==> src/rtl/seq_det_moore_param_if.sv <==
// Serial-input bundle for the Moore pattern detector.
// match_cnt exists only when SEQ_DET_MATCH_CNT_EN is defined.
interface seq_det_moore_param_if #(
   parameter int CNT_W = 8
);
   logic in_valid;
   logic in;
   logic overlap;
   logic out;
`ifdef SEQ_DET_MATCH_CNT_EN
   logic [CNT_W-1:0] match_cnt;

   modport master (
      output in_valid,
      output in,
      output overlap,
      input  out,
      input  match_cnt
   );

   modport slave (
      input  in_valid,
      input  in,
      input  overlap,
      output out,
      output match_cnt
   );
`else
   modport master (
      output in_valid,
      output in,
      output overlap,
      input  out
   );

   modport slave (
      input  in_valid,
      input  in,
      input  overlap,
      output out
   );
`endif

   if (CNT_W < 1) begin : g_bad_cnt_w
      $error("seq_det_moore_param_if: CNT_W must be at least 1");
   end
endinterface

==> src/rtl/seq_det_moore_param.sv <==
// Parametrised Moore serial-pattern detector with KMP fallback resolved at elaboration.
// Optional saturating match counter compiled in with SEQ_DET_MATCH_CNT_EN.
module seq_det_moore_param #(
   parameter int               PAT_W   = 4,
   parameter logic [PAT_W-1:0] PATTERN = 4'b1010,
   parameter int               CNT_W   = 8
) (
   input logic                  clk,
   input logic                  reset,
   seq_det_moore_param_if.slave bus
);
   localparam int SW  = $clog2(PAT_W + 1);
   localparam int NST = 2 ** SW;
   localparam logic [15:0] P16 = 16'(PATTERN);

   if (PAT_W < 2 || PAT_W > 16 || CNT_W < 1) begin : g_bad_param
      $error("seq_det_moore_param: PAT_W must be 2..16 and CNT_W at least 1");
   end

   // Longest suffix of (first k pattern bits, b) that is also a pattern prefix.
   function automatic int step(input int k, input logic b);
      logic [16:0] s;
      logic        ok;
      int          best;
      s    = 17'd0;
      s[0] = b;
      for (int j = 1; j <= 16; j++) begin
         if (j <= k) begin
            s[5'(j)] = P16[4'(PAT_W - k + j - 1)];
         end
      end
      best = 0;
      for (int l = 1; l <= 16; l++) begin
         if (l <= k + 1 && l <= PAT_W) begin
            ok = 1'b1;
            for (int j = 0; j < 16; j++) begin
               if (j < l && s[5'(j)] != P16[4'(PAT_W - l + j)]) begin
                  ok = 1'b0;
               end
            end
            if (ok) begin
               best = l;
            end
         end
      end
      return best;
   endfunction

   // Longest proper suffix of the whole pattern that is also a prefix.
   function automatic int fail_len();
      logic ok;
      int   best;
      best = 0;
      for (int l = 1; l < 16; l++) begin
         if (l < PAT_W) begin
            ok = 1'b1;
            for (int j = 0; j < 16; j++) begin
               if (j < l && P16[4'(j)] != P16[4'(PAT_W - l + j)]) begin
                  ok = 1'b0;
               end
            end
            if (ok) begin
               best = l;
            end
         end
      end
      return best;
   endfunction

   localparam int FB = fail_len();
   localparam logic [SW-1:0] ST_IDLE  = SW'(0);
   localparam logic [SW-1:0] ST_MATCH = SW'(PAT_W);

   logic [SW-1:0] w_nxt0 [0:NST-1];
   logic [SW-1:0] w_nxt1 [0:NST-1];
   logic [SW-1:0] w_ovl0;
   logic [SW-1:0] w_ovl1;
   logic [SW-1:0] w_next;
   logic [SW-1:0] r_state;
   logic          r_out;

   // Only partial-match states get real entries; the rest are never indexed live.
   for (genvar k = 0; k < NST; k++) begin : g_tbl
      if (k < PAT_W) begin : g_live
         localparam int N0 = step(k, 1'b0);
         localparam int N1 = step(k, 1'b1);
         assign w_nxt0[k] = SW'(N0);
         assign w_nxt1[k] = SW'(N1);
      end else begin : g_dead
         assign w_nxt0[k] = ST_IDLE;
         assign w_nxt1[k] = ST_IDLE;
      end
   end

   localparam int OV0 = step(FB, 1'b0);
   localparam int OV1 = step(FB, 1'b1);
   assign w_ovl0 = SW'(OV0);
   assign w_ovl1 = SW'(OV1);

   // Next-state selection; leaving the match state restarts from 0 or from the overlap border.
   always_comb begin
      w_next = r_state;
      if (r_state > ST_MATCH) begin
         w_next = ST_IDLE;
      end else if (!bus.in_valid) begin
         w_next = r_state;
      end else if (r_state == ST_MATCH) begin
         if (bus.overlap) begin
            w_next = bus.in ? w_ovl1 : w_ovl0;
         end else begin
            w_next = bus.in ? w_nxt1[0] : w_nxt0[0];
         end
      end else begin
         w_next = bus.in ? w_nxt1[r_state] : w_nxt0[r_state];
      end
   end

   // State register with the match flag registered alongside it.
   always_ff @(posedge clk) begin
      if (reset) begin
         r_state <= ST_IDLE;
         r_out   <= 1'b0;
      end else begin
         r_state <= w_next;
         r_out   <= (w_next == ST_MATCH);
      end
   end

   assign bus.out = r_out;

`ifdef SEQ_DET_MATCH_CNT_EN
   logic [CNT_W-1:0] r_cnt;

   // Count each valid bit that lands in the match state; holding there does not count.
   always_ff @(posedge clk) begin
      if (reset) begin
         r_cnt <= '0;
      end else if (bus.in_valid && (r_state <= ST_MATCH) && (w_next == ST_MATCH)
                   && (r_cnt != {CNT_W{1'b1}})) begin
         r_cnt <= r_cnt + CNT_W'(1);
      end else begin
         r_cnt <= r_cnt;
      end
   end

   assign bus.match_cnt = r_cnt;
`endif
endmodule

==> src/flat_wrapper.sv <==
// flat-port wrapper written by rule: the top's interface ports become plain ports
module seq_det_moore_param_flat 
#(
   parameter int               PAT_W   = 4,
   parameter logic [PAT_W-1:0] PATTERN = 4'b1010,
   parameter int               CNT_W   = 8
)
  (clk, reset, bus_in_valid, bus_in, bus_overlap, bus_out);
  seq_det_moore_param_if #(.CNT_W(CNT_W)) bus_i ();
  input logic clk;
  input logic reset;
  input wire logic [$bits(bus_i.in_valid)-1:0] bus_in_valid;
  input wire logic [$bits(bus_i.in)-1:0] bus_in;
  input wire logic [$bits(bus_i.overlap)-1:0] bus_overlap;
  output wire logic [$bits(bus_i.out)-1:0] bus_out;
  assign bus_i.in_valid = bus_in_valid;
  assign bus_i.in = bus_in;
  assign bus_i.overlap = bus_overlap;
  assign bus_out = bus_i.out;
  seq_det_moore_param #(.PAT_W(PAT_W), .PATTERN(PATTERN), .CNT_W(CNT_W)) u_core (.clk(clk), .reset(reset), .bus(bus_i));
endmodule
==> config.mk <==
export PLATFORM = sky130hd
export DESIGN_NAME = seq_det_moore_param_flat
export DESIGN_NICKNAME = d
export VERILOG_FILES = /design/src/rtl/seq_det_moore_param_if.sv /design/src/rtl/seq_det_moore_param.sv /design/src/flat_wrapper.sv
export SDC_FILE = /design/constraint.sdc
export NUM_CORES = 1
export LEC_CHECK = 0
export ABC_AREA = 1
export BUFFER_PORTS_ARGS = -buffer_cell sky130_fd_sc_hd__buf_4
export CAP_MARGIN = 30
export CELL_PAD_IN_SITES_DETAIL_PLACEMENT = 0
export CELL_PAD_IN_SITES_GLOBAL_PLACEMENT = 1
export CORE_AREA = 2 2 39 41
export CTS_CLUSTER_SIZE = 14
export DETAILED_ROUTE_END_ITERATION = 10
export DIE_AREA = 0 0 41 43
export PLACE_DENSITY_LB_ADDON = 0.1
export SLEW_MARGIN = 20
export SYNTH_ARGS = -nofsm -noshare
export SYNTH_HDL_FRONTEND = slang
export SYNTH_SLANG_ARGS = --single-unit
==> constraint.sdc <==
create_clock -name clk -period 1.4 [get_ports clk]
set_clock_uncertainty 0.2 [all_clocks]
set_input_delay 0.21 -clock clk [delete_from_list [all_inputs] [get_ports clk]]
set_output_delay 0.21 -clock clk [all_outputs]
set_load 0.02 [all_outputs]
==> impl_metrics.tcl, run 1 <==
set metrics [dict create \
    status "completed" \
    synth_top_cells_by_area "dfxtp_1 (40%), nor2_1 (15%), nand2_1 (13%), inv_1 (9.3%), a21oi_1 (7.5%)" \
    synthDistinctLibCells 10 \
    slew_viol_final 0 \
    place_hpwl_um 381 \
    wl_per_cell_um 8.21 \
    nFillCells 163 \
    synthCells 32 \
    drt_iter0_drc 4 \
    dr.pass1.iters 2 \
    power-per-cell-area_nw_per_um2 1050 \
    critical_path_class "in2reg" \
    slew_headroom_pct 86.3 \
    fin_crit_sh_pct 92.1 \
    via_count 212 \
    drive_gt1_share_pct 24.4 \
    p_seq_share_pct 40.4 \
    wirelength_um 468 \
    root_buffer "clkbuf_4" \
    drc 0 \
    grt_pass1_vias 227 \
    cts_hold_buf 1 \
    antenna_found_initial 0 \
    syn_area_um2 201 \
    rows 14 \
    cts-resized-gates 0 \
    gp_congestion 0.634 \
    grt_setup_unrepaired "false" \
    combPwrFrac_pct 13.6 \
    ys_ff_latch 4 \
    portBuffers 5 \
    ys_seq_area_share_pct 39.8 \
    antenna_cells 0 \
    nets 48 \
    clock_latency_ps 230 \
    ir_drop_mv 0.300 \
    hp-class "in2reg" \
    cp.required_ps 1360 \
    area_growth_pct 44.7 \
    max_cap_viol_count 0 \
    synth_area_leader_cell "dfxtp_1" \
    hold_viol 0 \
    clkSinkCount 4 \
    dpl_cell_area_um2 259 \
    synth_top_cell_area_share_pct 39.8 \
    setup_viol 0 \
    die_h_um 43 \
    core_area_um2 1380 \
    track_usage_pct 7.92 \
    regToRegSetupSlack_ps 270 \
    die_area_um2 1760 \
    crit_path_max_fanout 3 \
    cp-end-kind "flop" \
    io_pins 6 \
    fin_crit_ps 1290 \
    h-tree-depth 1 \
    arrival_ps 1250 \
    start_util_pct 14.6 \
    tns_ps 0 \
    avgSynthCellArea_um2 6.30 \
    p_sw_share_pct 22.8 \
    max_freq_mhz 776 \
    cts.path.max_buffers 2 \
    drt.antenna.violating_nets 0 \
    grt_pass1_wl_um 876 \
    start_kind "primary input" \
    design_area_um2 292 \
    cts_tree "built" \
    gr-total-overflow 0 \
    internal_power_mw 0.236 \
    synth_nets 37 \
    die_w_um 41 \
    switchingPower_mw 0.0698 \
    p_leak_nw 0.140 \
    cts.clk_slew.worst_paths_ps 40 \
    cts_buffers 3 \
    grt_max_degree 6 \
    cts_setup_buffers 0 \
    tightest_slew_ps 203 \
    synth_warnings 0 \
    clock_power_share_pct 46.0 \
    vias_per_cell 3.72 \
]
## flip-flops by register name (all words and copies together) (netlist names)
signal          flops
u_core.bus.out      1
u_core.r_state      3
## synthesized netlist by cell type, drive strengths merged
cell type	number
nand3	1
or2	1
nand4	1
nor2	9
a21oi	3
nand2	7
o21ai	1
inv	5
dfxtp	4
## path summary, 6_finish.rpt
check                                        from                end  cells past startpoint
worst max-delay path                        reset  u_core.r_state[2]                      4
worst max register to register  u_core.r_state[0]  u_core.r_state[2]                      4
worst min register to register  u_core.r_state[2]     u_core.bus.out                      2
worst min-delay path                 bus_in_valid     u_core.bus.out                      3
## final cells by class
| cell class | count | area, um2 | area share (%) |
|---|---|---|---|
| Multi-Input combinational cell | 23 | 103 | 35.2 |
| Tap cell | 16 | 20.0 | 6.87 |
| Inverter | 5 | 18.8 | 6.44 |
| Sequential cell | 4 | 80.1 | 27.5 |
| Timing Repair Buffer | 6 | 47.5 | 16.3 |
| Clock buffer | 3 | 22.5 | 7.73 |
## power by group through the flow
stage | sequential [mW] | clock, mW | combinational [mW]
after floorplan | 0.125 | 0 | 0.0243
after global placement | 0.126 | 0 | 0.0397
after detailed placement | 0.126 | 0 | 0.0396
after CTS | 0.124 | 0.149 | 0.0420
after global routing | 0.124 | 0.151 | 0.0492
final | 0.124 | 0.141 | 0.0415
## layer usage
layer  part of all wire [%]  global-route usage [%]
met3                    3.4                    1.57
met1                     41                    8.33
met5                      0                       0
met2                     53                    10.9
met4                    2.1                    10.0
## kinds of logic (layout without fill, tap and decap cells)
family / count (synthesis) / after routing / synth area share, %
AOI/OAI and AO/OA: 4 / 4 / 9.93
buffers and inverters: 5 / 14 / 9.32
DFF: 4 / 4 / 39.8
and+or+nand+nor: 19 / 19 / 41.0
## stage by stage
step	setup WS (ps)	cells	utilization, %	hold WS (ps)	total power [mW]
6_report	111	57	21.1	111	0.306
5_1_grt	24.2	57	21.1	148	0.324
4_1_cts	101	57	21.1	96.8	0.315
3_5_place_dp	271	53	18.7	181	0.165
3_3_place_gp	284	53	18.7	178	0.165
2_1_floorplan	359	32	-	81.5	0.149
## critical path, stage by stage
cell and delay [ps]:
dlygate4sd3_1 540, buf_4 140, or2_4 250, a21oi_1 120
## placed cells by master, fill, tap and decap left out, drive strengths merged
| master | n |
|---|---|
| clkbuf | 3 |
| dlygate4sd3 | 1 |
| o21ai | 1 |
| nor2 | 9 |
| nand4 | 1 |
| inv | 5 |
| nand2 | 7 |
| buf | 5 |
| a21oi | 3 |
| nand3 | 1 |
| or2 | 1 |
| dfxtp | 4 |
Power figures use the tool's default switching activity.
==> run 2: changes to the inputs <==
- PLACE_DENSITY_LB_ADDON: 0.1 -> 0.12
==> run 2 against run 1 <==
Compared with the run above:
- non-clock buffer count is the same
- worst setup slack improved by 9.9 ps
- count of clock-buffer cells in the layout stayed put
- wire length fell by 2.8%
- largest cell class unchanged
- critical path depth unchanged
==> impl_metrics.tcl, run 2 (same netlist as run 1, synthesis figures left out) <==
set metrics [dict create \
    start_kind "primary input" \
    dpl_cell_area_um2 259 \
    slowest_stage "dlygate4sd3_1" \
    hp-start "bus_in" \
    place_hpwl_um 372 \
    drc 0 \
    grt_setup_unrepaired "false" \
    die_area_um2 1760 \
    antenna_cells 0 \
    rows 14 \
    start_util_pct 14.6 \
    slew_viol_final 0 \
    tns_ps 0 \
    p_total_mw 0.303 \
    cp.required_ps 1360 \
    vias_per_cell 3.82 \
    design_area_um2 292 \
    cts_buffers 3 \
    cp-end-kind "flop" \
    fin_crit_ps 1280 \
    nFillCells 168 \
    min_path_cells 3 \
    largest_reg_flops 3 \
    power-per-cell-area_nw_per_um2 1040 \
    fin_crit_sh_pct 91.4 \
    ir_drop_mv 0.369 \
    drt_iter0_drc 2 \
    max_freq_mhz 782 \
    slowest_delay_ps 530 \
    tightest_slew_ps 163 \
    wl_per_cell_um 7.98 \
    gr-total-overflow 0 \
    io_pins 6 \
    critical_path_class "in2reg" \
    cts.clk_slew.worst_paths_ps 40 \
    drt.antenna.violating_nets 0 \
    via_count 218 \
    top_register "u_core.r_state" \
    grt_pass1_vias 226 \
    crit_chain "dlygate4sd3_1 > buf_4 > or2_4 > a21oi_1" \
    clkSinkCount 4 \
    p_leak_nw 0.140 \
    cts_tree "built" \
    drive_gt1_share_pct 24.4 \
    status "completed" \
    h-tree-depth 1 \
    ff2ff_path_depth 4 \
    r2r-end "u_core.r_state[2]" \
    wirelength_um 455 \
    r2r-start "u_core.r_state[1]" \
    area_growth_pct 44.7 \
    root_buffer "clkbuf_4" \
    max_cap_viol_count 0 \
    dr.pass1.iters 2 \
    grt_max_degree 6 \
    nets 48 \
    setup_viol 0 \
    crit_path_max_fanout 3 \
    postLayoutCoreUtil_pct 21.1 \
    slew_headroom_pct 89.0 \
    grt_pass1_wl_um 855 \
    die_h_um 43 \
    hp-class "in2reg" \
    regToRegSetupSlack_ps 280 \
    die_w_um 41 \
    arrival_ps 1240 \
    track_usage_pct 7.72 \
    portBuffers 5 \
    gp_congestion 0.697 \
    worstHoldEndpoint "u_core.r_state[0]" \
    cts.path.max_buffers 2 \
    final_cell_mix "nor2_1 (8), nand2_1 (7), inv_1 (5), buf_4 (5), dfxtp_1 (4)" \
    antenna_found_initial 0 \
    cts_setup_buffers 0 \
    hold_viol 0 \
    final_common_cell "nor2_1" \
    core_area_um2 1380 \
    clock_latency_ps 230 \
]
run 2: worst max-delay path by stage:
stage	start	endpoint	slack [ps]
2_1_floorplan	u_core.r_state[0]	u_core.bus.out	360
3_3_place_gp	u_core.r_state[1]	u_core.bus.out	280
3_5_place_dp	u_core.r_state[1]	u_core.r_state[1]	290
4_1_cts	reset	u_core.r_state[2]	110
5_1_grt	reset	u_core.bus.out	40
6_report	reset	u_core.r_state[2]	120
run 2: power by group:
group	leakage (nW)	internal, mW	switching (mW)	total (mW)
sequential	0.0327	0.120	0.00406	0.124
combinational	0.0938	0.0209	0.0204	0.0413
clock	0.0138	0.0955	0.0428	0.138
total	0.140	0.236	0.0672	0.303
run 2: metrics by stage:
step / hold WS, ps / setup WS [ps] / std cells
finish: 93.5 / 121 / 57
detailed placement: 184 / 293 / 53
global route: 124 / 42.0 / 57
CTS: 85.2 / 114 / 57
global placement: 179 / 281 / 53
floorplan: 81.5 / 359 / 32
run 2: metal layers:
metal / vias to the layer above / share of wire, % / track usage, %
met1: 96 / 43 / 8.65
li1: 116 / - / -
met2: 4 / 49 / 9.06
met3: 2 / 5.7 / 4.71
met4: 0 / 2.2 / 8.00
met5: - / 0 / 0
run 2: cell type report:
class	count	area (um2)	share of cell area (%)
Clock buffer	3	22.5	7.73
Tap cell	16	20.0	6.87
Multi-Input combinational cell	23	103	35.2
Inverter	5	18.8	6.44
Sequential cell	4	80.1	27.5
Timing Repair Buffer	6	47.5	16.3
run 2: worst max-delay path, delay by kind of cell:
kind | cells | cell delay [ps]
compound gates | 1 | 110
simple gates | 1 | 250
buf+inv | 2 | 660
run 2: repair_timing:
item                                    in CTS  in global routing
hold endpoints to repair                     1                  0
endpoints found under the setup margin       0                  0
hold buffers                                 1                  0
gates resized for setup                      0                  0
==> run 3: changes to the inputs <==
- ABC_AREA: 1 -> not set
==> run 3 against run 2 <==
Compared with the run above:
- critical path depth is 2 lower
- critical endpoint unchanged
- synthesized cell count is 34% lower
- sequential share of layout area is 0.58 points lower
- register-to-register slack worse by 190 ps
- die area stayed put
- largest power group unchanged
- wire length is 7.3% higher
- count of clock-buffer cells in the layout stayed put
- combinational power is 6.5% lower
- via count is 6.4% lower
- first-iteration DRC count is 50% higher
- synthesized area is 4.3% lower
==> impl_metrics.tcl, run 3 <==
set metrics [dict create \
    cts.path.max_buffers 2 \
    cts.clk_slew.worst_paths_ps 40 \
    cts_hold_buf 1 \
    root_buffer "clkbuf_4" \
    antenna_found_initial 0 \
    synth_nets 26 \
    postLayoutCoreUtil_pct 21.5 \
    hp-class "in2reg" \
    wl_per_cell_um 10.2 \
    synthCells 21 \
    arrival_ps 1270 \
    clock_latency_ps 240 \
    drc 0 \
    switchingPower_mw 0.0701 \
    fin_crit_sh_pct 93.3 \
    die_h_um 43 \
    status "completed" \
    crit_chain "or4b_4 > a21oi_1" \
    tns_ps 0 \
    cp.required_ps 1360 \
    via_count 204 \
    max_cap_viol_count 0 \
    power-per-cell-area_nw_per_um2 1030 \
    synth_edf_count 0 \
    core_area_um2 1380 \
    max_freq_mhz 766 \
    crit_family "simple AND/OR/NAND/NOR gates" \
    synth_warnings 0 \
    slowest_delay_ps 530 \
    h-tree-depth 1 \
    syn_area_um2 193 \
    combPwrFrac_pct 12.5 \
    p_seq_share_pct 40.4 \
    synth_top_cell_area_share_pct 41.6 \
    dr.pass1.iters 2 \
    crit_start "u_core.r_state[0]" \
    clock_power_share_pct 47.0 \
    nets 39 \
    grt_max_degree 7 \
    slowest_stage "or4b_4" \
    cp_num_cells 2 \
    dpl_cell_area_um2 265 \
    final_common_cell "buf_4" \
    synthDistinctLibCells 15 \
    place_hpwl_um 354 \
    crit_path_max_fanout 6 \
    gp_congestion 0.691 \
    track_usage_pct 7.72 \
    ff2ff_path_depth 2 \
    top_register "u_core.r_state" \
    internal_power_mw 0.238 \
    fin_cells 48 \
    grt_pass1_wl_um 807 \
    grt_pass1_vias 215 \
    cts_tree "built" \
    cts_buffers 3 \
    wirelength_um 488 \
    die_w_um 41 \
    final_cell_mix "buf_4 (7), dfxtp_1 (4), a21oi_1 (3), clkbuf_4 (3), nor2_1 (2)" \
    dpl_worst_slack_ps 118 \
    p_sw_share_pct 22.8 \
    drive_gt1_share_pct 34.4 \
    antenna_cells 0 \
    p_total_mw 0.308 \
    tightest_slew_ps 231 \
    critical_path_class "reg2reg" \
    async_reset_ff_share_pct 0 \
    cts_setup_buffers 0 \
    synth_common_cells "dfxtp_1 (4), a21oi_1 (3), nor2_1 (2)" \
    ir_drop_mv 0.306 \
    p_leak_nw 0.120 \
    slew_headroom_pct 84.4 \
    r2r-start "u_core.r_state[0]" \
    avgSynthCellArea_um2 9.18 \
    cp-end-kind "flop" \
    io_pins 6 \
    start_util_pct 13.9 \
    nFillCells 152 \
    rows 14 \
    ys_ff_latch 4 \
    drt_iter0_drc 3 \
    cts-resized-gates 0 \
    ys.flop_type "dfxtp_1" \
    critical_path_buf_inv_count 0 \
    endpoint "u_core.r_state[2]" \
    die_area_um2 1760 \
    start_kind "flop" \
    hold_viol 0 \
    min_path_cells 2 \
    ys_seq_area_share_pct 41.6 \
    r2r-end "u_core.r_state[2]" \
    grt_setup_unrepaired "false" \
    vias_per_cell 4.25 \
    drt.antenna.violating_nets 0 \
    design_area_um2 298 \
    fin_crit_ps 1310 \
    slew_viol_final 0 \
    setup_viol 0 \
    timing.final.ws_setup_ps 94.2 \
    clkSinkCount 4 \
    portBuffers 5 \
    synth_top_cells_by_area "dfxtp_1 (42%), a21oi_1 (7.8%), or4b_4 (7.1%), mux2i_1 (5.2%), nor4bb_1 (5.2%)" \
    largest_reg_flops 3 \
    regToRegSetupSlack_ps 90 \
    timing.hold.ws_ps 17.3 \
    synth_area_leader_cell "dfxtp_1" \
    gr-total-overflow 0 \
    dpl.cell_count 44 \
    area_growth_pct 54.5 \
    synth_most_common_cell "dfxtp_1" \
]
[run 3: worst min path at each step]
stage,to,slack (ps),startpoint
floorplan,u_core.bus.out,80,reset
global placement,u_core.r_state[2],200,reset
detailed placement,u_core.r_state[2],200,reset
CTS,u_core.r_state[1],10,bus_in_valid
global route,u_core.r_state[1],10,bus_in_valid
finish,u_core.r_state[1],20,bus_in_valid
[run 3: logic make-up after synthesis]
group / count (synthesis) / synth area share (%)
and+or+nand+nor: 8 / 28.6
muxes: 1 / 5.20
AOI/OAI and AO/OA: 7 / 22.7
buffers and inverters: 1 / 1.95
DFF: 4 / 41.6
[run 3: worst reg2reg max path, cell delays in order, from the launching register on]
cell	delay (ps)
dfxtp_1	350
or4b_4	530
a21oi_1	160
[run 3: area by class of cell]
class                      instances  area, um2  area share, %
clock buffer                       3       22.5           7.56
sequential                         4       80.1           26.9
inverter                           1       3.75           1.26
multi-input combinational         16        109           36.6
timing repair buffer               8       62.6           21.0
tap                               16       20.0           6.72
[run 3: power groups by stage]
stage               registers [mW]  logic [mW]  clock network (mW)
floorplan                    0.127      0.0150                   0
global placement             0.126      0.0370                   0
detailed placement           0.126      0.0366                   0
CTS                          0.124      0.0390               0.152
global route                 0.125      0.0424               0.157
finish                       0.124      0.0386               0.145
[run 3: metal layers]
metal  global-route usage [%]  routed length [um]
met2                     9.38                 254
met3                     5.24                  31
met4                     10.0                   0
met1                     7.05                 202
met5                        0                   0
